===== src/rtl/score_pkg.sv =====
// Shared constants, BCD digit type and the elaboration-time BCD helper
// for the scoreboard counter.
package score_pkg;
  localparam int MAX_SCORE_DEF = 99;
  localparam int BCD_W         = 4;

  typedef logic [BCD_W-1:0] bcd_t;

  // Packs {tens, ones} of a two-digit value.
  function automatic logic [2*BCD_W-1:0] to_bcd(input int v);
    bcd_t t, o;
    t = bcd_t'((v / 10) % 10);
    o = bcd_t'(v % 10);
    return {t, o};
  endfunction
endpackage


===== src/rtl/score_channel.sv =====
// One score channel: input synchronisers, rising-edge detect, binary count
// with BCD digits kept in step, status flags and the change-event pulse.
module score_channel
  import score_pkg::*;
#(
  parameter int MAX_VAL     = MAX_SCORE_DEF,
  parameter int CNT_W       = 7,
  parameter int SYNC_STAGES = 2,
  parameter int WRAP_EN     = 0
) (
  input  logic             clk,
  input  logic             rst_n,
  input  logic             up,
  input  logic             down,
  input  logic             clear,
  output logic [CNT_W-1:0] cnt,
  output bcd_t             tens,
  output bcd_t             ones,
  output logic             at_max,
  output logic             at_min,
  output logic             evt
);
  localparam logic [CNT_W-1:0]     MAX_C   = CNT_W'(MAX_VAL);
  localparam logic [2*BCD_W-1:0]   MAX_BCD = to_bcd(MAX_VAL);
  localparam bcd_t                 MAX_T   = MAX_BCD[2*BCD_W-1:BCD_W];
  localparam bcd_t                 MAX_O   = MAX_BCD[BCD_W-1:0];

  logic [SYNC_STAGES-1:0] up_sync, dn_sync;
  logic                   up_hist, dn_hist;
  logic                   up_edge, dn_edge;
  logic [CNT_W-1:0]       cnt_nxt;
  bcd_t                   tens_nxt, ones_nxt;

  assign up_edge = up_sync[SYNC_STAGES-1] & ~up_hist;
  assign dn_edge = dn_sync[SYNC_STAGES-1] & ~dn_hist;

  always_comb begin
    cnt_nxt  = cnt;
    tens_nxt = tens;
    ones_nxt = ones;
    if (clear) begin
      cnt_nxt  = '0;
      tens_nxt = '0;
      ones_nxt = '0;
    end else if (up_edge && !dn_edge) begin
      if (cnt < MAX_C) begin
        cnt_nxt = cnt + 1'b1;
        if (ones == 4'd9) begin
          ones_nxt = '0;
          tens_nxt = tens + 1'b1;
        end else begin
          ones_nxt = ones + 1'b1;
        end
      end else if (WRAP_EN != 0) begin
        cnt_nxt  = '0;
        tens_nxt = '0;
        ones_nxt = '0;
      end
    end else if (dn_edge && !up_edge) begin
      if (cnt != '0) begin
        cnt_nxt = cnt - 1'b1;
        if (ones == 4'd0) begin
          ones_nxt = 4'd9;
          tens_nxt = tens - 1'b1;
        end else begin
          ones_nxt = ones - 1'b1;
        end
      end else if (WRAP_EN != 0) begin
        cnt_nxt  = MAX_C;
        tens_nxt = MAX_T;
        ones_nxt = MAX_O;
      end
    end
  end

  always_ff @(posedge clk or negedge rst_n) begin
    if (!rst_n) begin
      up_sync <= '0;
      dn_sync <= '0;
      up_hist <= 1'b0;
      dn_hist <= 1'b0;
      cnt     <= '0;
      tens    <= '0;
      ones    <= '0;
      evt     <= 1'b0;
    end else begin
      up_sync <= {up_sync[SYNC_STAGES-2:0], up};
      dn_sync <= {dn_sync[SYNC_STAGES-2:0], down};
      up_hist <= up_sync[SYNC_STAGES-1];
      dn_hist <= dn_sync[SYNC_STAGES-1];
      cnt     <= cnt_nxt;
      tens    <= tens_nxt;
      ones    <= ones_nxt;
      // Saturation, up+down collisions and clear-at-zero leave the count alone.
      evt     <= (cnt_nxt != cnt);
    end
  end

  assign at_max = (cnt == MAX_C);
  assign at_min = (cnt == '0);
endmodule


===== src/rtl/score_counter.sv =====
// Multi-channel scoreboard counter: N_CH independent score_channel
// instances sharing clock, reset and clear, with flattened output buses.
module score_counter
  import score_pkg::*;
#(
  parameter int N_CH        = 2,
  parameter int MAX_VAL     = MAX_SCORE_DEF,
  parameter int CNT_W       = 7,
  parameter int SYNC_STAGES = 2,
  parameter int WRAP_EN     = 0
) (
  input  logic                  clk_i,
  input  logic                  rst_i,
  input  logic [N_CH-1:0]       up_i,
  input  logic [N_CH-1:0]       down_i,
  input  logic                  clear_i,
  output logic [N_CH*CNT_W-1:0] cnt_o,
  output logic [N_CH*BCD_W-1:0] tens_o,
  output logic [N_CH*BCD_W-1:0] ones_o,
  output logic [N_CH-1:0]       at_max_o,
  output logic [N_CH-1:0]       at_min_o,
  output logic [N_CH-1:0]       event_o
);
  if (MAX_VAL < 1 || MAX_VAL > MAX_SCORE_DEF || (2**CNT_W) <= MAX_VAL) begin : g_bad_range
    $error("score_counter: MAX_VAL out of range or CNT_W too narrow");
  end
  if (N_CH < 1 || N_CH > 4 || SYNC_STAGES < 2 || SYNC_STAGES > 3) begin : g_bad_cfg
    $error("score_counter: N_CH or SYNC_STAGES out of range");
  end

  for (genvar c = 0; c < N_CH; c++) begin : g_ch
    score_channel #(
      .MAX_VAL    (MAX_VAL),
      .CNT_W      (CNT_W),
      .SYNC_STAGES(SYNC_STAGES),
      .WRAP_EN    (WRAP_EN)
    ) u_ch (
      .clk   (clk_i),
      .rst_n (rst_i),
      .up    (up_i[c]),
      .down  (down_i[c]),
      .clear (clear_i),
      .cnt   (cnt_o[c*CNT_W +: CNT_W]),
      .tens  (tens_o[c*BCD_W +: BCD_W]),
      .ones  (ones_o[c*BCD_W +: BCD_W]),
      .at_max(at_max_o[c]),
      .at_min(at_min_o[c]),
      .evt   (event_o[c])
    );
  end
endmodule

===== config.mk =====
export PLATFORM = sky130hd
export DESIGN_NAME = score_counter
export DESIGN_NICKNAME = d
export VERILOG_FILES = /design/src/rtl/score_pkg.sv /design/src/rtl/score_channel.sv /design/src/rtl/score_counter.sv
export SDC_FILE = /design/constraint.sdc
export NUM_CORES = 1
export LEC_CHECK = 0
export CAP_MARGIN = 0
export CORE_ASPECT_RATIO = 0.5
export CORE_MARGIN = 1
export CORE_UTILIZATION = 44
export CTS_CLUSTER_DIAMETER = 40
export DETAILED_ROUTE_END_ITERATION = 6
export PLACE_DENSITY = 0.69
export SKIP_LAST_GASP = 1
export SLEW_MARGIN = 40
export SYNTH_ARGS = -nofsm -noshare
export SYNTH_HDL_FRONTEND = slang
export SYNTH_SLANG_ARGS = --single-unit

===== constraint.sdc =====
create_clock -name clk_i -period 2.2 [get_ports clk_i]
set_clock_uncertainty 0.1 [all_clocks]
set_input_delay 0.55 -clock clk_i [delete_from_list [all_inputs] [get_ports clk_i]]
set_output_delay 0.55 -clock clk_i [all_outputs]
set_load 0.03 [all_outputs]

# == Yosys cells after proc, flatten, opt, wreduce, memory -nomap -nowiden ==
# Cells that the tools add are included.
# totals
reg_bits,44
input_bits,7
output_inout_bits,36
elab_cells,110
# op_classes
mux,38
reduce_logical,24
addsub,12
n_lt_le_gt_ge,2
n_bitwise,8
eq_ne,10
# ops
operator,count
$mux 4,28
$mux 7,10
$reduce_bool 3->1,6
$add 4x1->4 const B,4
$sub 4x1->4 const B,4
$add 7x1->7 const B,2
$eq 7x7->1 const B,2
$logic_not 7->1,2
$lt 7x7->1 const B,2
$ne 7x7->1,2
$reduce_bool 7->1,2
$sub 7x1->7 const B,2
$ne 3x3->1 const B,4
$reduce_and 5->1,2
$eq 4x4->1 const B,2
$logic_not 4->1,2
$reduce_and 3->1,2
$and 1x1->1,4
$logic_and 1x1->1,4
$logic_not 1->1,4
$not 1->1,4

# == Logic depth before layout (Yosys ltp) ==
# Gate-level depths: netlist (run 1).
# logic_depth
word_depth,8
ltp_mapped,11
depth_no_buf,10

# == Cells and area by module ==
# From an unflattened synthesis (run 1), not the netlist that was laid out.
# hier_totals
cells_unflattened,324
area_unflattened_um2,2974.1
# by_module_without_submodules
mod,seq_area_each_um2,instances,cells_each,area_per_inst_um2
score_channel (g_ch[0].u_ch),550.5,1,158,1496.4
score_channel (g_ch[1].u_ch),550.5,1,166,1477.7

# == Worst setup path before layout (run 1) ==
# Ideal clock, no wire load.
# synth_path
kind,flip-flop to flip-flop
from,register g_ch[0].u_ch.cnt[0]
to,register g_ch[0].u_ch.tens[1]
arrival_time_ns,2.015
period_less_slack_ns,2.247
path_buffers,0
path_stages_with_launch,9
path_slack_ns,-0.047
t_required_ns,1.968
cell_sequence,dfrtp_1 -> inv_1 -> ha_1 -> nor3b_2 -> a211oi_2 -> a21oi_2 -> a21oi_4 -> mux2i_1 -> nor2_1
# synth_via
elab_chain_len,3
word_cells_on_any_way,5
cone_classes,1 x order compare; 1 x eq/ne; 3 x reduce/logical
# synth_lines
element,line_no,text
"start, declared",score_channel.sv:16,"output logic [CNT_W-1:0] cnt,"
"start signal, assigned",score_channel.sv:91,cnt <= cnt_nxt;
$lt 7x7->1 or $reduce_bool 7->1 (tied branches),"score_channel.sv:46, score_channel.sv:60",
$ne 3x3->1 (no line) or $reduce_bool 3->1 (tied branches),n/a,
$reduce_and 5->1 (no line) *,n/a,
"end signal, assigned",score_channel.sv:92,tens <= tens_nxt;
"end, declared",score_channel.sv:17,"output bcd_t tens,"
# Every way passes the cells marked *; elsewhere a longest branch is shown, timed or not.
# A chain may end at the register's enable or synchronous reset.

# == Final worst setup path (run 1) ==
# layout_path
from,register g_ch[1].u_ch.cnt[3]
to,output port at_min_o[1]
# layout_via
elab_chain_len,1
# layout_lines
element,line_no,text
"start, declared",score_channel.sv:16,
"start signal, assigned",score_channel.sv:91,
$logic_not 7->1,score_channel.sv:100,assign at_min = (cnt == '0);
"end, declared",score_counter.sv:21,"output logic [N_CH-1:0] at_min_o,"
# No other way between the ends.

==> results.txt, run 1 <==
Status - complete, no violations
Post-synth EDFFs - 0
Core region area - 6810 sq um
Die extent in x - 122 um
Clock power frac - 28.6%
Fin. Hold Viols - 0
Net Count, Synth - 373
Net Sw Power - 0.00109 W
Starting DRT DRC Count - 213
CTS max path bufs - 2
R2R depth - 10
Initial antenna violation count - 0
I/O pins - 43
Critical Path Start Type - flip-flop
RSZ-0062 raised after global routing - yes
Starting Density - 46.4%
CTS tree - yes
Layout Area Growth over Synthesis - 25.2%
CP required - 1.55 ns
Fin nets - 424
Pleak - 1.78 nW
All-layer global routing usage - 21.7%
Die area - 7540 sq um
DR vias - 2,825
Final core occ - 58.1%
Die H - 61.9 um
Initial DRT Pass Iterations - 5
DP Worst Slack - 0.00262 ns
Power, Total - 0.00302 W
F_max - 458 MHz
H-tree Lvls - 2
Syn_area_per_cell - 9.02 sq um
Pins Over Slew Limit - 0
Number of synthesized register bits - 44
Vias in the first global route - 2,638
Reg-to-reg endpoint - g_ch[0].u_ch.tens[3]
Routed WL per cell - 15.6 um
Setup violators final - 0
Comb pwr share - 38.6%
Worst-path clk slew - 0.07 ns
Final period util - 99.3%
Fin cells - 494
Clk sinks - 44
Hold/Removal Path Class - in -> async
Worst path slowest cell - dfrtp_2
Seq/Total Area, Yosys - 34.9%
Worst slew pin tran - 0.446 ns
CTS buffer count - 5
Global route overflow - 0
N_diodes - 0
Int Pwr - 0.00193 W
First-pass GRT wire length - 12,700 um
Peak supply drop - 0.385 mV
GP Congestion - 0.941
Worst Path Arrival - 1.53 ns
I/O Buffers - 42
Main flop type after synthesis - dfrtp_1
CP Capture Type - output pin
Critical path fanouts, max - 12
Post-placement cell count - 483
ANT nets after route - 0
Worst skew pair latency - 0.29 ns
Async S/R FF share, synth - 100%
Synth top area cells - dfrtp_1 (35%), ha_1 (5.5%), nor2_1 (3.9%)
Switching share of power - 36.0%
Synth warnings - 0
DR vias/cell - 5.72
Share of cells above drive strength 1 - 20.1%
DRC errors left - 0
Yosys top cell by area - dfrtp_1
Seq pwr share - 32.9%
Clock root cell - clkbuf_16
Setup ws final - 0.0155 ns
CTS Hold Buffers Added - 0
Max_slew headroom - 70.3%
Final min period - 2.18 ns
Drt total wl - 7720 um
Yosys top cell area share - 34.9%
Core Rows - 21
Mapped Cells - 350
Largest net degree at the start of global routing - 34
CP max stage delay - 0.51 ns
Commonest non-fill, non-tap cell in the layout - dfrtp_1
Most frequent cells in the layout - dfrtp_1 (41), buf_4 (35), nor2_1 (33)
Crit-path cells - nor3_4 -> nand3_2 -> inv_2 -> buf_4
Max Cap Violations - 0
Flop-to-flop setup slack - 0.14 ns
Distinct cells, synth - 70
Mapped cell area - 3160 sq um
P per Cell Area - 764 nW/um^2
Critical path class - reg -> out
Hpwl dp - 5480 um
Worst reg2reg startpoint - g_ch[0].u_ch.up_hist
-- cell type report --
cell class	instances	area, sq um
Inverter	14	52.6
Sequential cell	44	1100
Clock inverter	3	42.5
Clock buffer	5	125
Multi-Input combinational cell	264	1860
Timing Repair Buffer	72	654
Tap cell	92	115
Fill cell	596	2850
-- Yosys cell counts (9+ instances only) --
master / n
buf_2: 9
nand3_1: 23
xnor2_1: 10
dfrtp_1: 44
o21ai_0: 14
ha_1: 14
nor2_1: 33
a21oi_1: 23
buf_4: 9
nand2_1: 26
inv_1: 11
nor3_1: 11
-- worst max-delay path: cells and delay by family (launching register included) --
family,cells,cell delay [ns]
simple gates,2,0.43
buf+inv,2,0.30
flops,1,0.51
-- per-stage QoR --
stage	TNS [ns]	area (sq um)	hold slack, ns
finish	0	3950	0.103
CTS	-0.0878	3880	0.253
detailed placement	0	3690	0.238
global route	-0.0395	3950	0.142
floorplan	0	3160	0.154
global placement	0	3690	0.235
-- state kept, by name, indices dropped and copies added, names as in the netlist --
signal             flops
g_ch.u_ch.cnt         14
g_ch.u_ch.ones         8
g_ch.u_ch.tens         8
g_ch.u_ch.dn_sync      4
g_ch.u_ch.up_sync      4
g_ch.u_ch.dn_hist      2
g_ch.u_ch.evt          2
g_ch.u_ch.up_hist      2
-- routing by layer --
metal	global-route usage [%]	wire, um	part of all wire [%]	vias up
li1	-	-	-	1352
met1	28.7	3480	45	1361
met2	36.5	3720	48	102
met3	4.65	448	5.8	10
met4	6.88	72	0.93	0
met5	0	0	0	-
-- worst max path at each step --
| stage | cells after the start | start | to |
|---|---|---|---|
| 4_1_cts | 4 | g_ch[1].u_ch.cnt[3] | at_min_o[1] |
| 3_3_place_gp | 7 | clear_i | g_ch[0].u_ch.evt |
| 3_5_place_dp | 7 | clear_i | g_ch[0].u_ch.evt |
| 2_1_floorplan | 11 | g_ch[1].u_ch.up_hist | g_ch[1].u_ch.tens[3] |
| 5_1_grt | 4 | g_ch[1].u_ch.cnt[3] | at_min_o[1] |
| 6_report | 4 | g_ch[1].u_ch.cnt[3] | at_min_o[1] |
-- power by group through the flow --
stage | sequential, W | clock [W] | combinational, W
after global placement | 0.000996 | 0 | 0.00109
after floorplan | 0.00110 | 0 | 0.000681
final | 0.000992 | 0.000862 | 0.00116
after global routing | 0.00101 | 0.000911 | 0.00127
after detailed placement | 0.00100 | 0 | 0.00110
after CTS | 0.000991 | 0.000874 | 0.00113
-- timing repair --
action	in CTS	in global routing
buffers inserted	1	2
gates resized for setup	5	16
gates cloned	0	0
setup endpoints to repair	5	17
pin swaps	0	2
-- cells by family after synthesis --
kind of cell,after synthesis,synth area share [%]
AOI/OAI and AO/OA,90,20.8
DFF,44,34.9
xor gates and xnor gates,14,3.88
muxes,5,1.58
and+or+nand+nor,139,24.3
adders and majority gates,16,6.81
buffers and inverters,42,7.77
Power figures use the tool's default switching activity.
==> run 2, diff against run 1 <==
--- a/config.mk
+++ b/config.mk
@@ -8,10 +8,9 @@
 export CAP_MARGIN = 0
 export CORE_ASPECT_RATIO = 0.5
 export CORE_MARGIN = 1
-export CORE_UTILIZATION = 44
+export CORE_UTILIZATION = 26
 export CTS_CLUSTER_DIAMETER = 40
 export DETAILED_ROUTE_END_ITERATION = 6
-export PLACE_DENSITY = 0.69
 export SKIP_LAST_GASP = 1
 export SLEW_MARGIN = 40
 export SYNTH_ARGS = -nofsm -noshare
==> results.txt, run 2 (synthesis results as in run 1) <==
Status - complete, no violations
Clk sinks - 44
Worst path slowest cell - dfrtp_2
Max Cap Violations - 0
CP max stage delay - 0.40 ns
Worst Path Arrival - 1.55 ns
CP Capture Type - output pin
Commonest non-fill, non-tap cell in the layout - buf_4
F_max - 455 MHz
H-tree Lvls - 2
Die H - 79.9 um
CTS max path bufs - 2
Share of cells above drive strength 1 - 21.4%
Pleak - 1.77 nW
Pins Over Slew Limit - 0
Routed WL per cell - 13.6 um
Final min period - 2.20 ns
CTS buffer count - 5
Fin cells - 572
Core region area - 11,800 sq um
Global route overflow - 0
Drt total wl - 7760 um
Max_slew headroom - 60.5%
Reg with most FFs - g_ch.u_ch.cnt
Worst slew pin tran - 0.593 ns
Reg-to-reg endpoint - g_ch[0].u_ch.tens[1]
First-pass GRT wire length - 13,000 um
Fin Hold WS - 0.232 ns
Critical path fanouts, max - 5
Vias in the first global route - 2,660
Max FFs per register - 14
GP Congestion - 0.873
DR vias/cell - 4.86
RSZ-0062 raised after global routing - yes
CTS tree - yes
Setup violators final - 0
Clock root cell - clkbuf_16
DR vias - 2,782
Initial DRT Pass Iterations - 4
Critical path class - reg -> out
Power, Total - 0.00303 W
TNS Setup - 0 ns
DRC errors left - 0
Worst skew pair latency - 0.29 ns
Hold/Removal Path Class - in -> async
I/O Buffers - 42
CP required - 1.55 ns
Final period util - 99.8%
Die area - 12,600 sq um
Worst reg2reg startpoint - g_ch[0].u_ch.cnt[0]
Largest registers - g_ch.u_ch.cnt: 14 flops, g_ch.u_ch.ones: 8 flops, g_ch.u_ch.tens: 8 flops
ANT nets after route - 0
All-layer global routing usage - 12.8%
Layout Area Growth over Synthesis - 28.8%
Starting DRT DRC Count - 177
Post-placement cell count - 558
CP Buf/Inv Count - 2
Crit path max-delay family - flip-flops
Worst-path clk slew - 0.07 ns
Core Rows - 28
Starting Density - 26.7%
Die extent in x - 158 um
R2R depth - 9
P per Cell Area - 746 nW/um^2
Largest net degree at the start of global routing - 45
Flop-to-flop setup slack - 0.14 ns
I/O pins - 43
Critical Path Start Type - flip-flop
Initial antenna violation count - 0
Fin. Hold Viols - 0
Most frequent cells in the layout - buf_4 (39), dfrtp_1 (38), nor2_1 (33)
Hpwl dp - 5510 um
N_diodes - 0
Peak supply drop - 0.342 mV
Fin nets - 429
Crit-path cells - inv_1 -> ha_2 -> nor3b_4 -> and2_4 -> buf_4
[run 2: cell count changes in the layout (fill, tap and decap cells not counted), moves of 2 or more]
cell	change
dlymetal6s2s_1	-2
dlygate4sd2_1	+2
dfrtp_1	-3
dfrtp_2	+3
buf_4	+4
[run 2: worst reg2reg max path, delay by kind of cell (launching register included)]
family                     cells  cell delay (ns)
adders and majority gates      1             0.21
buffers and inverters          2             0.21
AOI/OAI and AO/OA              3             0.67
DFF                            1             0.36
and+or+nand+nor                2             0.21
muxes                          1             0.21
[run 2: report_power, final]
part / total [W] / internal (W) / switching (W)
clock network: 0.000871 / 0.000540 / 0.000331
registers: 0.000992 / 0.000893 / 0.0000996
logic: 0.00117 / 0.000515 / 0.000656
[run 2: layer usage]
layer | vias up | share of wire [%] | GRT usage (%)
li1 | 1362 | - | -
met1 | 1352 | 47 | 16.9
met2 | 61 | 48 | 21.6
met3 | 7 | 4.1 | 2.44
met4 | 0 | 0.73 | 3.11
met5 | - | 0 | 0
[run 2: repair_timing]
item / in CTS / in global routing
pin swaps: 0 / 2
hold buffers: 0 / 0
endpoints found under the setup margin: 6 / 15
gates resized for setup: 5 / 16
buffers inserted: 0 / 6
[run 2: how the worst max path moves through the flow]
stage                              start              endpoint  slack [ns]  cells past startpoint
detailed placement               clear_i      g_ch[0].u_ch.evt        0.07                      7
global route         g_ch[0].u_ch.cnt[0]           at_min_o[0]       -0.07                      5
CTS                  g_ch[0].u_ch.cnt[0]           at_min_o[0]       -0.07                      5
global placement                 clear_i      g_ch[0].u_ch.evt        0.09                      7
floorplan           g_ch[1].u_ch.up_hist  g_ch[1].u_ch.tens[3]        0.06                     11
finish               g_ch[0].u_ch.cnt[0]           at_min_o[0]       0.005                      5
[run 2: final cells by class]
class | count | area [sq um]
clock inverters | 3 | 46.3
repair buffers | 77 | 682
fillers | 1222 | 7770
inverters | 14 | 52.6
flip-flops and latches | 44 | 1110
clock buffers | 5 | 125
multi-input cells | 264 | 1850
well taps | 165 | 206
[run 2: stage by stage]
stage / cell area [sq um] / setup WS [ns] / utilization (%)
after detailed placement: 3800 / 0.0699 / 32.1
after global routing: 4070 / -0.0710 / 34.4
after CTS: 3970 / -0.0664 / 33.5
after floorplan: 3160 / 0.0565 / -
after global placement: 3800 / 0.0905 / 32.1
final: 4070 / 0.00456 / 34.4
==> run 3, diff against run 2 <==
==> constraint.sdc (replaced) <==
create_clock -name clk_i -period 2.2 [get_ports clk_i]
set_clock_uncertainty 0.1 [all_clocks]
set_input_delay 0.55 -clock clk_i [delete_from_list [all_inputs] [get_ports clk_i]]
set_output_delay 0.55 -clock clk_i [all_outputs]
set_load 0.005 [all_outputs]
==> results.txt, run 3 (synthesis results as in run 1) <==
Status - complete, no violations
Core Rows - 28
Critical Path Start Type - flip-flop
Initial antenna violation count - 0
Worst-path clk slew - 0.07 ns
RSZ-0062 raised after global routing - yes
Final period util - 100%
F_max - 455 MHz
Layout Area Growth over Synthesis - 33.2%
CP required - 1.55 ns
Largest registers - g_ch.u_ch.cnt: 14 flops, g_ch.u_ch.ones: 8 flops, g_ch.u_ch.tens: 8 flops
Drt total wl - 8330 um
Worst skew pair latency - 0.30 ns
Most frequent cells in the layout - buf_4 (48), dfrtp_1 (44), clkdlybuf4s50_1 (37)
Share of cells above drive strength 1 - 22.3%
DR vias/cell - 4.96
Die H - 79.9 um
Die extent in x - 158 um
CTS buffer count - 5
Final min period - 2.20 ns
Vias in the first global route - 2,700
P per Cell Area - 719 nW/um^2
Commonest non-fill, non-tap cell in the layout - buf_4
DP Worst Slack - -0.0100 ns
All-layer global routing usage - 13.6%
Peak supply drop - 0.275 mV
Largest net degree at the start of global routing - 45
Critical path fanouts, max - 4
Max_slew headroom - 61.5%
Fin nets - 443
Fin. Hold Viols - 0
Critical path class - reg -> out
Worst Path Arrival - 1.55 ns
DR vias - 2,905
Max Cap Violations - 0
Setup violators final - 0
CTS max path bufs - 2
Pleak - 1.74 nW
Worst slew pin tran - 0.569 ns
Starting DRT DRC Count - 197
Worst Setup SP - g_ch[1].u_ch.cnt[0]
Hold/Removal Path Class - in -> async
DRC errors left - 0
Power, Total - 0.00303 W
GP Congestion - 0.899
Core region area - 11,800 sq um
Clock root cell - clkbuf_16
I/O Buffers - 42
Max FFs per register - 14
ANT nets after route - 0
CTS tree - yes
Setup ws final - 0.000949 ns
TNS Setup - 0 ns
Reg-to-reg endpoint - g_ch[0].u_ch.tens[1]
Pins Over Slew Limit - 0
H-tree Lvls - 2
Routed WL per cell - 14.2 um
Die area - 12,600 sq um
Flop-to-flop setup slack - 0.09 ns
# fillers - 1,215
CTS Hold Buffers Added - 0
Hpwl dp - 5600 um
Clk sinks - 44
Reg with most FFs - g_ch.u_ch.cnt
Final core occ - 35.5%
Initial DRT Pass Iterations - 5
Global route overflow - 0
I/O pins - 43
First-pass GRT wire length - 13,400 um
N_diodes - 0
Starting Density - 26.7%
R2R depth - 10
Critical path endpoint - at_max_o[1]
Worst reg2reg startpoint - g_ch[0].u_ch.cnt[1]
CP Capture Type - output pin
run 3: changes by cell type in the layout (fill, tap and decap cells not counted), moves of 2 or more:
cell             before  now
inv_2                 3    5
dfrtp_2               6    0
clkdlybuf4s50_1      27   37
dlymetal6s2s_1        7    1
dfrtp_1              38   44
inv_1                11    9
ha_2                  2    0
ha_4                  0    2
buf_4                39   48
run 3: critical path, stage by stage (launching register included):
cell           delay (ns)
dfrtp_1              0.41
buf_4                0.14
ha_1                 0.22
and4_1               0.21
dlygate4sd2_1        0.26
run 3: worst min path at each step:
stage | end | cells after the start
finish | g_ch[1].u_ch.ones[3] | 2
global route | g_ch[1].u_ch.cnt[1] | 2
CTS | g_ch[1].u_ch.ones[3] | 2
detailed placement | g_ch[1].u_ch.dn_sync[1] | 0
global placement | g_ch[0].u_ch.up_sync[1] | 0
floorplan | g_ch[0].u_ch.cnt[0] | 0
run 3: where the power goes:
part,switching [W],internal (W)
Clock,0.000351,0.000540
Sequential,0.0000864,0.000890
Combinational,0.000549,0.000608
Total,0.000987,0.00204
run 3: area by class of cell:
type	instances	area, sq um	share of cell area, %
Multi-Input combinational cell	264	1880	44.7
Sequential cell	44	1100	26.2
Clock inverter	3	46.3	1.10
Inverter	14	52.6	1.25
Clock buffer	5	125	2.98
Tap cell	165	206	4.91
Timing Repair Buffer	91	796	18.9
run 3: timing repair:
item	CTS	global route
resized for setup	7	11
setup buffers	9	5
pin swaps	4	6
setup endpoints to repair	4	9
run 3: metal layers:
layer	vias up	GRT usage, %	wire length, um	share of wire, %
met5	-	0	0	0
met4	0	4.56	131	1.6
met3	16	3.26	430	5.2
met2	79	22.4	3980	48
met1	1407	17.4	3780	45
li1	1403	-	-	-
run 3: through the flow:
step,std cells,instance area [sq um],hold slack [ns]
global placement,564,3860,0.235
CTS,581,4110,0.132
finish,586,4210,0.120
floorplan,350,3160,0.154
global route,586,4210,0.130
detailed placement,564,3860,0.235
